## config.mk

```make
export PLATFORM = sky130hd
export DESIGN_NAME = mux_nx1_seq
export DESIGN_NICKNAME = d
export VERILOG_FILES = /design/src/rtl/mux_nx1_seq.sv
export SDC_FILE = /design/constraint.sdc
export NUM_CORES = 1
export LEC_CHECK = 0
export ABC_AREA = 1
export CELL_PAD_IN_SITES_DETAIL_PLACEMENT = 2
export CELL_PAD_IN_SITES_GLOBAL_PLACEMENT = 2
export CORE_MARGIN = 2
export CORE_UTILIZATION = 23
export DETAILED_ROUTE_END_ITERATION = 8
export PLACE_DENSITY_LB_ADDON = 0.1
export SLEW_MARGIN = 20
export SYNTH_ARGS = -nofsm -noshare
export SYNTH_HDL_FRONTEND = slang
export SYNTH_SLANG_ARGS = --single-unit
```

## constraint.sdc

```tcl
create_clock -name clk -period 4.61 [get_ports clk]
set_input_delay 1.383 -clock clk [delete_from_list [all_inputs] [get_ports clk]]
set_output_delay 1.383 -clock clk [all_outputs]
set_load 0.1 [all_outputs]
```

## src/rtl/mux_nx1_seq.sv

```systemverilog
// mux_nx1_seq: registered N:1 channel mux with a valid/ready output stage.
// Manual mode serves select requests; auto mode scans enabled channels round-robin.
module mux_nx1_seq #(
  parameter  int N  = 8,
  parameter  int W  = 8,
  localparam int SW = $clog2(N)
) (
  input  logic           clk,
  input  logic           rst_n,
  input  logic [N*W-1:0] inp,
  input  logic [SW-1:0]  sel,
  input  logic           req,
  input  logic           mode,
  input  logic [N-1:0]   ch_en,
  output logic [W-1:0]   out,
  output logic [SW-1:0]  out_ch,
  output logic           out_last,
  output logic           out_valid,
  input  logic           out_ready,
  output logic           sel_err
);

  localparam logic [SW:0]   N_LIM = (SW+1)'(N);
  localparam logic [SW-1:0] N_TOP = SW'(N - 1);

  logic [W-1:0]  out_r;
  logic [SW-1:0] out_ch_r;
  logic          out_last_r;
  logic          out_valid_r;
  logic          sel_err_r;
  logic [SW-1:0] ptr_r;

  logic          load_s;
  logic          sel_ok_s;
  logic [W-1:0]  man_data_s;
  logic [W-1:0]  scan_data_s;
  logic          scan_hit_s;
  logic [SW-1:0] scan_idx_s;
  logic [SW-1:0] cand_idx_s;
  logic [SW-1:0] top_idx_s;
  logic [SW-1:0] ptr_next_s;
  int            cand_s;

  function automatic logic [W-1:0] pick(input logic [N*W-1:0] bus, input logic [SW-1:0] idx);
    logic [W-1:0] res;
    res = {W{1'b0}};
    for (int k = 0; k < N; k++) begin
      res = (idx == SW'(k)) ? bus[k*W +: W] : res;
    end
    return res;
  endfunction

  assign load_s      = ~out_valid_r | out_ready;
  assign sel_ok_s    = ({1'b0, sel} < N_LIM);
  assign man_data_s  = pick(inp, sel);
  assign scan_data_s = pick(inp, scan_idx_s);
  assign ptr_next_s  = (scan_idx_s == N_TOP) ? {SW{1'b0}} : scan_idx_s + SW'(1);

  // First enabled channel at or after ptr, wrapping past N-1 back to 0.
  always_comb begin
    scan_hit_s = 1'b0;
    scan_idx_s = {SW{1'b0}};
    cand_idx_s = {SW{1'b0}};
    cand_s     = 0;
    for (int i = 0; i < N; i++) begin
      cand_s     = int'(ptr_r) + i;
      cand_s     = (cand_s >= N) ? cand_s - N : cand_s;
      cand_idx_s = SW'(cand_s);
      scan_idx_s = (!scan_hit_s && ch_en[cand_idx_s]) ? cand_idx_s : scan_idx_s;
      scan_hit_s = scan_hit_s | ch_en[cand_idx_s];
    end
  end

  // Highest enabled index, used to flag the last beat of a scan pass.
  always_comb begin
    top_idx_s = {SW{1'b0}};
    for (int j = 0; j < N; j++) begin
      top_idx_s = ch_en[j] ? SW'(j) : top_idx_s;
    end
  end

  // Output register, scan pointer and error pulse; everything holds while stalled.
  always_ff @(posedge clk or negedge rst_n) begin
    if (!rst_n) begin
      out_r       <= {W{1'b0}};
      out_ch_r    <= {SW{1'b0}};
      out_last_r  <= 1'b0;
      out_valid_r <= 1'b0;
      sel_err_r   <= 1'b0;
      ptr_r       <= {SW{1'b0}};
    end else begin
      sel_err_r <= 1'b0;
      if (load_s && !mode) begin
        if (req) begin
          out_r       <= sel_ok_s ? man_data_s : {W{1'b0}};
          out_ch_r    <= sel;
          out_last_r  <= 1'b0;
          out_valid_r <= 1'b1;
          sel_err_r   <= ~sel_ok_s;
        end else begin
          out_valid_r <= 1'b0;
        end
      end
      if (load_s && mode) begin
        if (scan_hit_s) begin
          out_r       <= scan_data_s;
          out_ch_r    <= scan_idx_s;
          out_last_r  <= (scan_idx_s == top_idx_s);
          out_valid_r <= 1'b1;
          ptr_r       <= ptr_next_s;
        end else begin
          out_valid_r <= 1'b0;
        end
      end
      if (!mode) begin
        ptr_r <= {SW{1'b0}};
      end
    end
  end

  assign out       = out_r;
  assign out_ch    = out_ch_r;
  assign out_last  = out_last_r;
  assign out_valid = out_valid_r;
  assign sel_err   = sel_err_r;

endmodule

```

==> results summary, run 1 <==
The flow ran to the end, and the final reports show no timing, DRC or antenna violations. The final worst setup slack came out at 0.315 ns. Summed over all layers, the global routing overflow is 0. The cell total after placement is 755. The sequential share of the synthesized area came out at 13.8%. The power density over the cells came out at 952 mW/mm^2.

The number of pins exceeding their max-slew limit in the final report came to 0. The path type of the worst setup path is in -> reg. The largest single stage delay on the critical path is 0.48 ns. The half-perimeter wire length of the detailed placement result is 11,500 um.

The die covers 0.0135 mm^2. The number of storage elements in the synthesis netlist came out at 16. The endpoint arrival time on the critical path came out at 4.42 ns. The chip width came out at 116 um. The count of yosys warnings during synthesis came out at 0. Setup repair after global routing left no endpoint under its margin. The switching share of power came out at 63.4%.

A synthesized cell averages 5.84 um^2. STA classifies the critical path startpoint as an input pin. The pin count of the biggest net entering global routing came out at 17.

Grouping stages by cell kind, the critical path spends the most delay in simple AND/OR/NAND/NOR gates. Summed over all cells, the static leakage comes to 1.95 nW. The critical path runs through a total of 25 cells. The main flop type after synthesis is dfrtp_1.

Counting every sink on the clock net gives 16. The residual antenna-violating net count after detailed routing is 0. The most frequent cell after synthesis is nand2_1. The clock tree root buffer cell is clkbuf_16. The worst-margin pin slew came out at 0.991 ns. For this block, the initial DRC count from the detailed router was 121.

The die is 116 um tall. The path type of the worst min-delay path is reg -> reg. Of the available clock period, the critical path in the final layout requires 93.2%. The total inserted antenna cells is 0. The cell area after technology mapping is 0.00290 mm^2.

The most numerous cell type found on the critical path is nand2_1. The count of endpoints failing hold in the final timing report was 0. The mean number of vias per cell came out at 4.99. Setup violations remaining at the end of the flow were counted as 0. The initial utilization of the core area, before any placement, comes to 23.8%. The via count of the first global-routing pass came out at 4,258.

The total power of the final layout is 3.96 mW. Clock-pin slew was measured on the worst setup and hold paths at 0.05 ns. The fraction of final layout cells with drive strength greater than 1 is 12.1%. The number of buffers on the longest clock path came out at 2. Yosys mapped a number of flops with a built-in enable equal to 0. The number of buffers added to fix hold violations after cts came out at 0. The worst voltage drop across the vdd grid came out at 249 uV. The worst-skew pair later-pin latency came out at 0.25 ns. The async set-reset flop share out of synthesis is 100%. The minimum clock period is 4.29 ns. The startpoint identified for the worst register-to-register timing path is ptr_r[0]. The distinct cell type count after synthesis is 48. The CTS buffer count is 3. The total global routing track utilization came out at 20.6%. The reported max-cap violation count is 0. The maximum fanout along the worst path is 10. The setup skew after layout came out at 0.00509 ns. For this design, the slowest cell found on the critical path is clkdlybuf4s50_1. The first-pass GRT wire length is 21,800 um. The worst reg-to-reg path cell count came out at 26. In this run the tool buffered the top-level ports with 92 buffer cells. Summed over all layers, the routed wires come to 13,900 um. For this run, the number of standard cells in the final layout without fillers is 761. The worst slack on hold paths is 0.533 ns. The part of the total power dissipated in sequential elements is 6.8%. Timing would allow up to 233 MHz. The final RePlAce weighted congestion is 0.802.

In this run the number of H-tree levels came out at 1. The switching power of the nets is 2.51 mW. The area of the core region came out at 0.0122 mm^2. The endpoint of the worst setup timing path is out[5].

Counting instances in the post-synthesis netlist gives the leading cell types as 128 x nand2_1, 65 x inv_1, 64 x nand3_1. By area the synthesized netlist is led by nand2_1 17%, dfrtp_1 14%, nand3_1 11%. The internal power is 1.45 mW. The top-level I/O count is 94. The number of buffer and inverter stages on the critical path came out at 4. The area share of the largest cell type after synthesis is 16.6%. TritonCTS built the clock tree. After the last flow step, the layout net total stands at 679.

The register-to-register path setup slack came out at 0.55 ns. In this run the critical register-to-register path is captured at out[5]. Synthesis produced 496 cells.

The initial antenna violation count is 0. The capturing element type of the critical path is a register. The worst slack after detailed placement came out at -0.0977 ns. The initialized floorplan defines 40 standard-cell rows. The average detailed-routed wire length per instance came out at 18.2 um. The iteration count of the initial detailed-routing pass came out at 4.

The data required time at the worst endpoint came out at 4.74 ns. Of the total power, the clock network draws 4.9%. The final routed DRC violation total is 0. The critical path starts at ch_en[5]. The net count after synthesis came out at 581. The growth of design area from synthesis to finish is 43.7%. The via count is 3,794. The largest area contributor in the netlist is nand2_1. The headroom to the max-slew limit is 33.7%. In this run, the combinational gates consume 88.3% of the power.
cell families after synthesis:
group	synth area share (%)
other	0.129
adders and majority gates	2.16
DFF	13.8
AOI/OAI and AO/OA	21.3
and+or+nand+nor	47.0
buffers and inverters	13.6
xor gates and xnor gates	2.07
placed cells by master (no fill, tap or decap), types with 4 or more instances in the layout:
| cell | netlist | routed |
|---|---|---|
| nand2_1 | 128 | 128 |
| clkdlybuf4s50_1 | 0 | 92 |
| inv_1 | 65 | 65 |
| nand3_1 | 64 | 64 |
| a21oi_1 | 45 | 45 |
| nor2_1 | 30 | 30 |
| dfrtp_1 | 16 | 16 |
| nand2_2 | 14 | 14 |
| buf_4 | 3 | 14 |
| o21ai_0 | 13 | 13 |
| nand3_2 | 11 | 10 |
| nand4_1 | 9 | 9 |
| o221ai_1 | 7 | 7 |
| o21ai_1 | 6 | 6 |
| clkinv_1 | 6 | 6 |
| inv_2 | 6 | 5 |
| o211ai_1 | 5 | 5 |
| o31ai_1 | 5 | 5 |
| a21oi_2 | 5 | 5 |
| ha_1 | 5 | 5 |
| nor3_1 | 4 | 4 |
power by group through the flow:
stage | sequential [mW] | combinational, mW | clock (mW)
after global routing | 0.277 | 3.88 | 0.205
after global placement | 0.272 | 3.43 | 0
after floorplan | 0.635 | 2.09 | 0
after CTS | 0.269 | 3.51 | 0.198
after detailed placement | 0.271 | 3.50 | 0
final | 0.268 | 3.50 | 0.196
what timing repair did:
item,4_1_cts,5_1_grt
gates resized for setup,0,2
setup buffers,0,2
setup endpoints to repair,0,4
worst min-delay path by stage:
stage	slack [ns]	start	endpoint	cells past startpoint
global placement	0.54	out_last	out_last	2
detailed placement	0.52	out_last	out_last	2
finish	0.53	out_last	out_last	2
CTS	0.54	out_last	out_last	2
floorplan	0.70	ptr_r[2]	ptr_r[2]	3
global route	0.60	out_last	out_last	2
flip-flops by register name (all words and copies together) (netlist names):
signal     cells
out            8
out_ch         3
out_last       1
out_valid      1
ptr_r          3
per-stage QoR:
stage	cell area, um^2	TNS [ns]	utilization [%]
floorplan	2900	0	-
global placement	4050	-0.00454	33.3
detailed placement	4050	-0.236	33.3
CTS	4140	0	34.0
global route	4160	0	34.2
finish	4160	0	34.2
metal layers:
layer  wire length [um]  share of wire, %  GRT usage [%]  vias up
met5                  0                 0              0        -
met4                189               1.4           3.17        0
met3                275               2.0           1.56       14
met2               7800                56           42.8       63
met1               5610                40           22.8     1869
li1                   -                 -              -     1848
cell type report:
| cell class | instances | area, um^2 |
|---|---|---|
| Inverter | 79 | 307 |
| Timing Repair Buffer | 107 | 1050 |
| Tap cell | 168 | 210 |
| Clock buffer | 4 | 88.8 |
| Fill cell | 1519 | 8000 |
| Multi-Input combinational cell | 387 | 2110 |
| Sequential cell | 16 | 400 |
tightest hold or removal path, cell delays in order (launching register included):
cell     delay (ns)
dfrtp_1        0.35
nand3_1        0.08
o41ai_1        0.06
(Power assumes the default switching activity.)
==> run 2, diff against run 1 <==
--- a/config.mk
+++ b/config.mk
@@ -5,11 +5,10 @@
 export SDC_FILE = /design/constraint.sdc
 export NUM_CORES = 1
 export LEC_CHECK = 0
-export ABC_AREA = 1
 export CELL_PAD_IN_SITES_DETAIL_PLACEMENT = 2
 export CELL_PAD_IN_SITES_GLOBAL_PLACEMENT = 2
 export CORE_MARGIN = 2
-export CORE_UTILIZATION = 23
+export CORE_UTILIZATION = 28
 export DETAILED_ROUTE_END_ITERATION = 8
 export PLACE_DENSITY_LB_ADDON = 0.1
 export SLEW_MARGIN = 20
==> run 2 against run 1 <==
Effect of this change: clock skew is 0.00099 ns lower; register-to-register slack worse by 0.29 ns; count of clock-buffer cells in the layout did not move; via count up 1.4%.
==> results summary, run 2 <==
The count of cell instances traversed by the critical path is 15 (-40%). The area of all placed cells without fillers was 0.00494 mm^2 (+19%). Setup repair after global routing left no endpoint under its margin.

The final RePlAce weighted congestion was 0.915 (+14%). The worst hold path belongs to the class reg -> reg. The final routed DRC violation total is 0 (unchanged).

The via count came to 3,846 (+1.4%). The area of the core region came out at 0.0114 mm^2 (-6.1%). Ranked by total cell area, the synthesized netlist is headed by mux4_2 20%, dfrtp_1 12%, nand2_1 5.3%. The clock tree root buffer cell is clkbuf_16.

The distinct cell type count after synthesis was 62 (+29%). The setup skew after layout was 0.00410 ns (-0.000989 ns). The worst setup path is launched from a register.

The starting density of the core came out at 28.6% (+4.8 points). The worst setup path startpoint is ptr_r[0]. The worst slack on hold paths is 0.546 ns (+0.0124 ns). The initial antenna violation count is 0 (unchanged). The final non-filler cell total came to 664 (-13%). The worst reg-to-reg path cell count is 15 (-42%). The minimum clock period came to 4.35 ns (+0.0563 ns). The wire length on met3 is 477 um (+73%). The maximum fanout along the worst path is 13 (+3).

The maximum clock rate is 230 MHz (-1.3%). The final core utilization is 43.3% (+9.1 points). The chip width is 112 um (-3.6%). The async set-reset flop share out of synthesis came out at 100% (unchanged).

The iteration count of the initial detailed-routing pass came out at 4 (unchanged). STA classifies the critical path endpoint as a register. The clock net sink count came to 16 (unchanged).

The path type of the worst setup path is reg -> reg. In the layout the commonest cells are 84 x clkdlybuf4s50_1, 80 x buf_4, 46 x nand2_1, 32 x nor2_1, 29 x mux4_2. The share of the cycle needed by the critical path after routing is 94.4% (+1.2 points). In the synthesized netlist the dominant register cell turns out to be dfrtp_1.

The leakage power summed over all cells came out at 2.00 nW (+2.4%). The worst slack after detailed placement is -0.691 ns (-0.593 ns). The fraction of final layout cells with drive strength greater than 1 came out at 32.1% (+20 points). The final-stage net count came to 607 (-11%). The commonest cells after synthesis are 46 x nand2_1, 32 x nor2_1, 29 x mux4_2. The number of buffers added to fix hold violations after cts came to 0 (unchanged). Leaving out fill and tap cells, the most frequent cell in the layout is clkdlybuf4s50_1. The delay of the slowest cell on the worst path came out at 0.72 ns (+0.24 ns). nand2_1 is the most common cell in the netlist.

The clock tree from TritonCTS is built. The worst register-to-register path begins at ptr_r[0]. The sum of negative setup slack came out at 0 ns (unchanged).

The headroom to the max-slew limit is 34.3% (+0.62 points). The number of input and output port buffers inserted came out at 92 (unchanged). The routed wire length is 15,200 um (+9.6%).

The count of H-tree levels built during CTS came out at 1 (unchanged). The area enclosed by the die boundary is 0.0126 mm^2 (-7.0%). The count of endpoints failing hold in the final timing report came out at 0 (unchanged). The routed wire length on met2 is 7530 um (-3.5%). The total inserted antenna cells came to 0 (unchanged).

The sum of routed wire segments on met1 is 7080 um (+26%). The mean post-synth cell area is 8.56 um^2 (+47%). The data required time at the worst endpoint is 4.74 ns (about the same). The worst register-to-register path ends at out[2]. The number of buffers on the longest clock path came out at 2 (unchanged).

The sequential share of the synthesized area was 12.2% (-1.6 points). The violation count after the first detailed-route iteration is 215 (+78%). The register-to-register path setup slack was 0.26 ns (-0.29 ns). The area share of the largest cell type after synthesis is 20.0% (+3.4 points). The average detailed-routed wire length per instance came to 22.9 um (+26%). The power density over the cells was 777 mW/mm^2 (-18%). The endpoint arrival time on the critical path came out at 4.48 ns (+0.06 ns). The vertical extent of the die came to 112 um (-3.6%). The mean number of vias per cell is 5.79 (+16%).

The number of pins exceeding their max-slew limit in the final report came out at 0 (unchanged). The total power of the final layout came out at 3.84 mW (-3.1%). The via count of the first global-routing pass is 4,135 (-2.9%).

The worst voltage drop across the vdd grid is 588 uV (+140%). The half-perimeter wire length of the detailed placement result is 12,000 um (+3.9%). The cell with the largest stage delay on the worst path is ha_1. The cell area after technology mapping came out at 0.00327 mm^2 (+13%).

The worst-margin pin slew came to 0.982 ns (-0.00932 ns). The synthesized netlist cell count came out at 382 (-23%). The CTS buffer count came out at 3 (unchanged).

The first-pass GRT wire length came out at 23,700 um (+8.9%). The number of cell rows came out at 39 (-2.5%). The number of storage elements in the synthesis netlist is 16 (unchanged).

The worst-skew pair later-pin latency came out at 0.25 ns (about the same). The growth of design area from synthesis to finish came out at 51.2%. The reported max-cap violation count is 0 (unchanged). The category of cells accounting for the largest share of critical-path delay is compound AO/OA/AOI/OAI gates. The residual antenna-violating net count after detailed routing came out at 0 (unchanged). The count of flip-flops with a built-in enable after synthesis came out at 0 (unchanged).

The count of endpoints failing setup in the final report came out at 0 (unchanged). The flow ran to the end, and the final reports show no timing, DRC or antenna violations. The synthesized design spends more area on one cell type than any other, namely mux4_2. The post-CTS clock slew at the launch and capture registers of the worst setup and hold paths came to 0.06 ns (about the same). The placement-stage cell area came out at 0.00477 mm^2 (+18%). The number of buffer and inverter stages on the critical path came out at 2 (-2). The detailed router used layers up to and including met4. The count of yosys warnings during synthesis came out at 0 (unchanged). The net count after synthesis came to 467 (-20%). The critical path's most frequent cell is nor2_1. The pin count of the biggest net entering global routing came to 23 (+6). The cell total after placement is 655 (-13%).

The top-level I/O count is 94 (unchanged). The most critical setup path has its endpoint at out[2]. Traced cell by cell, the critical path runs through inv_1, ha_1, mux2_2, mux4_2, o32ai_4, nand3_2, a211oi_2, or3_4, nor2_1, ha_2, nor2_1, buf_4, nand2_1, o31ai_1, a32oi_1. The total global routing track utilization came out at 23.8% (+3.2 points). The aggregate global routing overflow came out at 0 (unchanged).

The flip-flop count of the largest register after layout came out at 8 (unchanged). The final worst setup slack is 0.259 ns (-0.0563 ns).
## run 2: cell count changes in the layout (fill, tap and decap cells not counted), moves of 12 or more
cell,before,now
nand2_1,128,46
buf_4,14,80
nand3_1,64,13
inv_1,65,19
mux4_2,0,29
a21oi_1,45,19
nand2_2,14,0
mux2i_1,0,12
## run 2: worst min path at each step
| stage | startpoint | endpoint | slack (ns) | depth (start not counted) |
|---|---|---|---|---|
| 2_1_floorplan | ptr_r[0] | ptr_r[0] | 0.93 | 4 |
| 3_3_place_gp | out_last | out_last | 0.51 | 1 |
| 3_5_place_dp | out_last | out_last | 0.52 | 1 |
| 4_1_cts | out_last | out_last | 0.55 | 1 |
| 5_1_grt | out_last | out_last | 0.57 | 1 |
| 6_report | out_last | out_last | 0.55 | 1 |
## run 2: layout make-up
| type | instances | area (um^2) |
|---|---|---|
| repair buffers | 174 | 1520 |
| well taps | 143 | 179 |
| clock buffers | 4 | 88.8 |
| inverters | 20 | 75.1 |
| fillers | 1303 | 6470 |
| flip-flops and latches | 16 | 400 |
| multi-input cells | 307 | 2680 |
## run 2: kinds of logic after synthesis
group / share of synthesized area, %
fa+ha+maj: 1.91
mux: 28.1
xor+xnor: 1.30
compound gates: 29.7
other cells: 0.115
buf+inv: 8.61
simple gates: 18.0
flops: 12.2
## run 2: what timing repair did
item,in CTS,in global routing
resized for setup,11,35
buffers inserted,0,5
endpoints found under the setup margin,8,8
gates cloned,0,0
pin swaps,2,2
## run 2: metal layers
metal  track usage (%)  vias up
li1                  -     1769
met1              34.3     1970
met2              40.4       97
met3              1.89       10
met4              2.93        0
met5                 0        -
## run 2: where the power goes
part | switching [mW] | internal (mW)
logic | 1.97 | 1.42
registers | 0.0403 | 0.207
clock network | 0.0703 | 0.132
==> run 3, diff against run 2 <==
--- a/config.mk
+++ b/config.mk
@@ -11,6 +11,7 @@
 export CORE_UTILIZATION = 28
 export DETAILED_ROUTE_END_ITERATION = 8
 export PLACE_DENSITY_LB_ADDON = 0.1
+export RECOVER_POWER = 50
 export SLEW_MARGIN = 20
 export SYNTH_ARGS = -nofsm -noshare
 export SYNTH_HDL_FRONTEND = slang
==> run 3 against run 2 <==
Effect of this change: clock skew is 0.00067 ns higher; via count hardly changed; hold slack hardly changed; sequential share of layout area stayed put; fmax is 0.25% higher; count of clock-buffer cells in the layout stayed put; clock power hardly changed; non-clock buffer count stayed put; wire length is 0.28% higher; flip-flop and latch count stayed put; sequential power hardly changed; critical path type unchanged; largest cell class unchanged.
==> results summary, run 3 (synthesis gave the netlist of run 2 again) <==
The reported max-cap violation count was 0 (unchanged). The maximum fanout along the worst path came to 13 (unchanged). The vertical extent of the die is 112 um (unchanged).

The via count of the first global-routing pass is 4,135 (unchanged). STA classifies the critical path endpoint as a register. The area of all placed cells without fillers is 0.00494 mm^2 (unchanged). The routed wire length is 15,300 um (+0.28%). The startpoint identified for the worst hold timing path is out_last. The capture point of the worst reg-to-reg path is out[0]. The final core utilization came out at 43.3% (unchanged). The starting density of the core is 28.6% (unchanged). The cell total after placement is 655 (unchanged). Among the stages of the critical path, the cell type that occurs most often is o21ai_2.

The path with the worst hold slack has its endpoint at out_last. The post-CTS clock slew at the launch and capture registers of the worst setup and hold paths came out at 0.06 ns (about the same). The final RePlAce weighted congestion is 0.915 (unchanged). The pin count of the biggest net entering global routing was 23 (unchanged). The violation count after the first detailed-route iteration came to 223 (+3.7%). The worst slack after detailed placement is -0.691 ns (unchanged).

The count of endpoints failing hold in the final timing report came to 0 (unchanged). Setup repair after global routing left no endpoint under its margin. The final routed DRC violation total is 0 (unchanged). The average detailed-routed wire length per instance is 23.0 um (+0.28%). The final non-filler cell total came to 664 (unchanged). The initial antenna violation count was 0 (unchanged). The minimum clock period is 4.34 ns (-0.0108 ns).

The iteration count of the initial detailed-routing pass came out at 4 (unchanged). The area used by multi-input combinational logic is 0.00268 mm^2 (unchanged). The clock tree root buffer cell is clkbuf_16.

The first-pass GRT wire length is 23,700 um (unchanged). The final-stage net count came out at 607 (unchanged). The number of buffers on the longest clock path is 2 (unchanged). The critical register-to-register path startpoint is ptr_r[0]. The path class of the tightest hold or removal check is reg -> reg. The chip width is 112 um (unchanged). The area enclosed by the die boundary is 0.0126 mm^2 (unchanged). The final worst setup slack came out at 0.270 ns (+0.0108 ns). The number of input and output port buffers inserted came out at 92 (unchanged). The residual antenna-violating net count after detailed routing is 0 (unchanged).

The flow ran to the end, and the final reports show no timing, DRC or antenna violations. The number of cell rows came out at 39 (unchanged). The power density over the cells came out at 776 mW/mm^2 (-0.18%). The CTS buffer count came out at 3 (unchanged). The number of pins exceeding their max-slew limit in the final report is 0 (unchanged). The setup skew after layout is 0.00477 ns (+0.000667 ns). The via count is 3,845 (-0.026%). The worst setup path is of the reg -> reg kind. The worst setup path is launched from a register. The aggregate global routing overflow came out at 0 (unchanged).

The endpoint arrival time on the critical path is 4.47 ns (about the same). The library cells used most frequently in the layout, excluding fill and tap cells, are 80 x buf_4, 77 x clkdlybuf4s50_1, 46 x nand2_1, 32 x nor2_1, 29 x mux4_2. The clock net sink count was 16 (unchanged). The critical path goes through inv_1, ha_1, mux2_2, mux4_2, o32ai_4, nand3_2, o21ai_2, o21ai_2, buf_4, nor2_1, ha_2, nand2_1, buf_12, o221a_2, o2111ai_1, a32oi_1.

The leakage power summed over all cells is 2.00 nW (about the same). The library cell used most frequently in the layout, excluding fill and tap cells, is buf_4. The growth of design area from synthesis to finish is 51.2% (unchanged). The delay of the slowest cell on the worst path is 0.72 ns (about the same). The total inserted antenna cells came out at 0 (unchanged).

The worst reg-to-reg path cell count is 16 (+1). The data required time at the worst endpoint is 4.74 ns (about the same). The half-perimeter wire length of the detailed placement result came out at 12,000 um (unchanged). The placement-stage cell area came out at 0.00477 mm^2 (unchanged). The total global routing track utilization came out at 23.8% (unchanged). The worst-skew pair later-pin latency is 0.26 ns (about the same). The share of the cycle needed by the critical path after routing came out at 94.1% (-0.23 points).

The top-level I/O count came out at 94 (unchanged). The area of the core region came out at 0.0114 mm^2 (unchanged). The fraction of final layout cells with drive strength greater than 1 is 32.1% (unchanged). The flip-flop count of the largest register after layout is 8 (unchanged). The count of fill cells added during filler insertion came out at 1,303 (unchanged). The register area is 400 um^2 (unchanged). The largest individual stage delay along the critical path comes from the cell ha_1.

The total power of the final layout is 3.84 mW (-0.18%). The count of H-tree levels built during CTS was 1 (unchanged). The maximum clock rate came out at 230 MHz (+0.25%).

The headroom to the max-slew limit came out at 33.8% (-0.51 points). The count of endpoints failing setup in the final report came out at 0 (unchanged). The mean number of vias per cell was 5.79 (about the same). TritonCTS built the clock tree.

The worst-margin pin slew is 0.990 ns (+0.00751 ns). The hold path depth came to 1 (unchanged). The register-to-register path setup slack is 0.27 ns (about the same).

The worst voltage drop across the vdd grid came to 583 uV (-0.83%).
==> run 3: cell types whose count changed in the layout (fill, tap and decap cells not counted) <==
| cell | change |
|---|---|
| clkdlybuf4s50_1 | -7 |
| dlygate4sd3_1 | +7 |
==> run 3: layout make-up <==
type	instances	area share (%)
well taps	143	3.62
multi-input cells	307	54.2
clock buffers	4	1.80
inverters	20	1.52
flip-flops and latches	16	8.10
repair buffers	174	30.8
==> run 3: per-layer routing <==
metal	up-vias	share of wire (%)	track usage, %
met5	-	0	0
met1	1973	47	34.3
met2	93	50	40.4
li1	1769	-	-
met4	0	0.77	2.93
met3	10	2.7	1.89
==> run 3: power by group <==
group | switching (mW) | total [mW] | internal, mW | leakage (nW)
Combinational | 1.98 | 3.39 | 1.41 | 1.76
Clock | 0.0714 | 0.204 | 0.133 | 0.0442
Sequential | 0.0386 | 0.245 | 0.207 | 0.193
==> run 3: through the flow <==
stage | setup TNS [ns] | hold slack, ns
2_1_floorplan | 0 | 0.926
3_3_place_gp | -2.34 | 0.514
3_5_place_dp | -4.97 | 0.518
4_1_cts | 0 | 0.546
5_1_grt | 0 | 0.572
6_report | 0 | 0.546
==> run 3: critical path: cells and delay by family (launching register included) <==
family,cells,cell delay (ns)
compound gates,6,1.05
fa+ha+maj,2,0.95
buf+inv,3,0.47
flops,1,0.36
mux,2,0.95
simple gates,3,0.41
==> run 3: repair_timing <==
| action | 4_1_cts | 5_1_grt |
|---|---|---|
| endpoints found under the setup margin | 8 | 8 |
| buffers inserted | 0 | 5 |
| hold buffers | 0 | 0 |
| resized for setup | 11 | 35 |
| hold endpoints to repair | 0 | 0 |
| pin swaps | 2 | 2 |
| cloned | 0 | 0 |
==> run 3: worst max path at each step <==
stage               cells after the start  slack [ns]      to  startpoint
floorplan                              17        0.02  out[4]    ch_en[7]
global placement                       15       -0.35  out[5]    ch_en[2]
finish                                 16        0.27  out[0]    ptr_r[0]
global route                           16        0.03  out[4]    ptr_r[0]
detailed placement                     17       -0.69  out[5]    ch_en[0]
CTS                                    17       0.007  out[4]    ch_en[2]
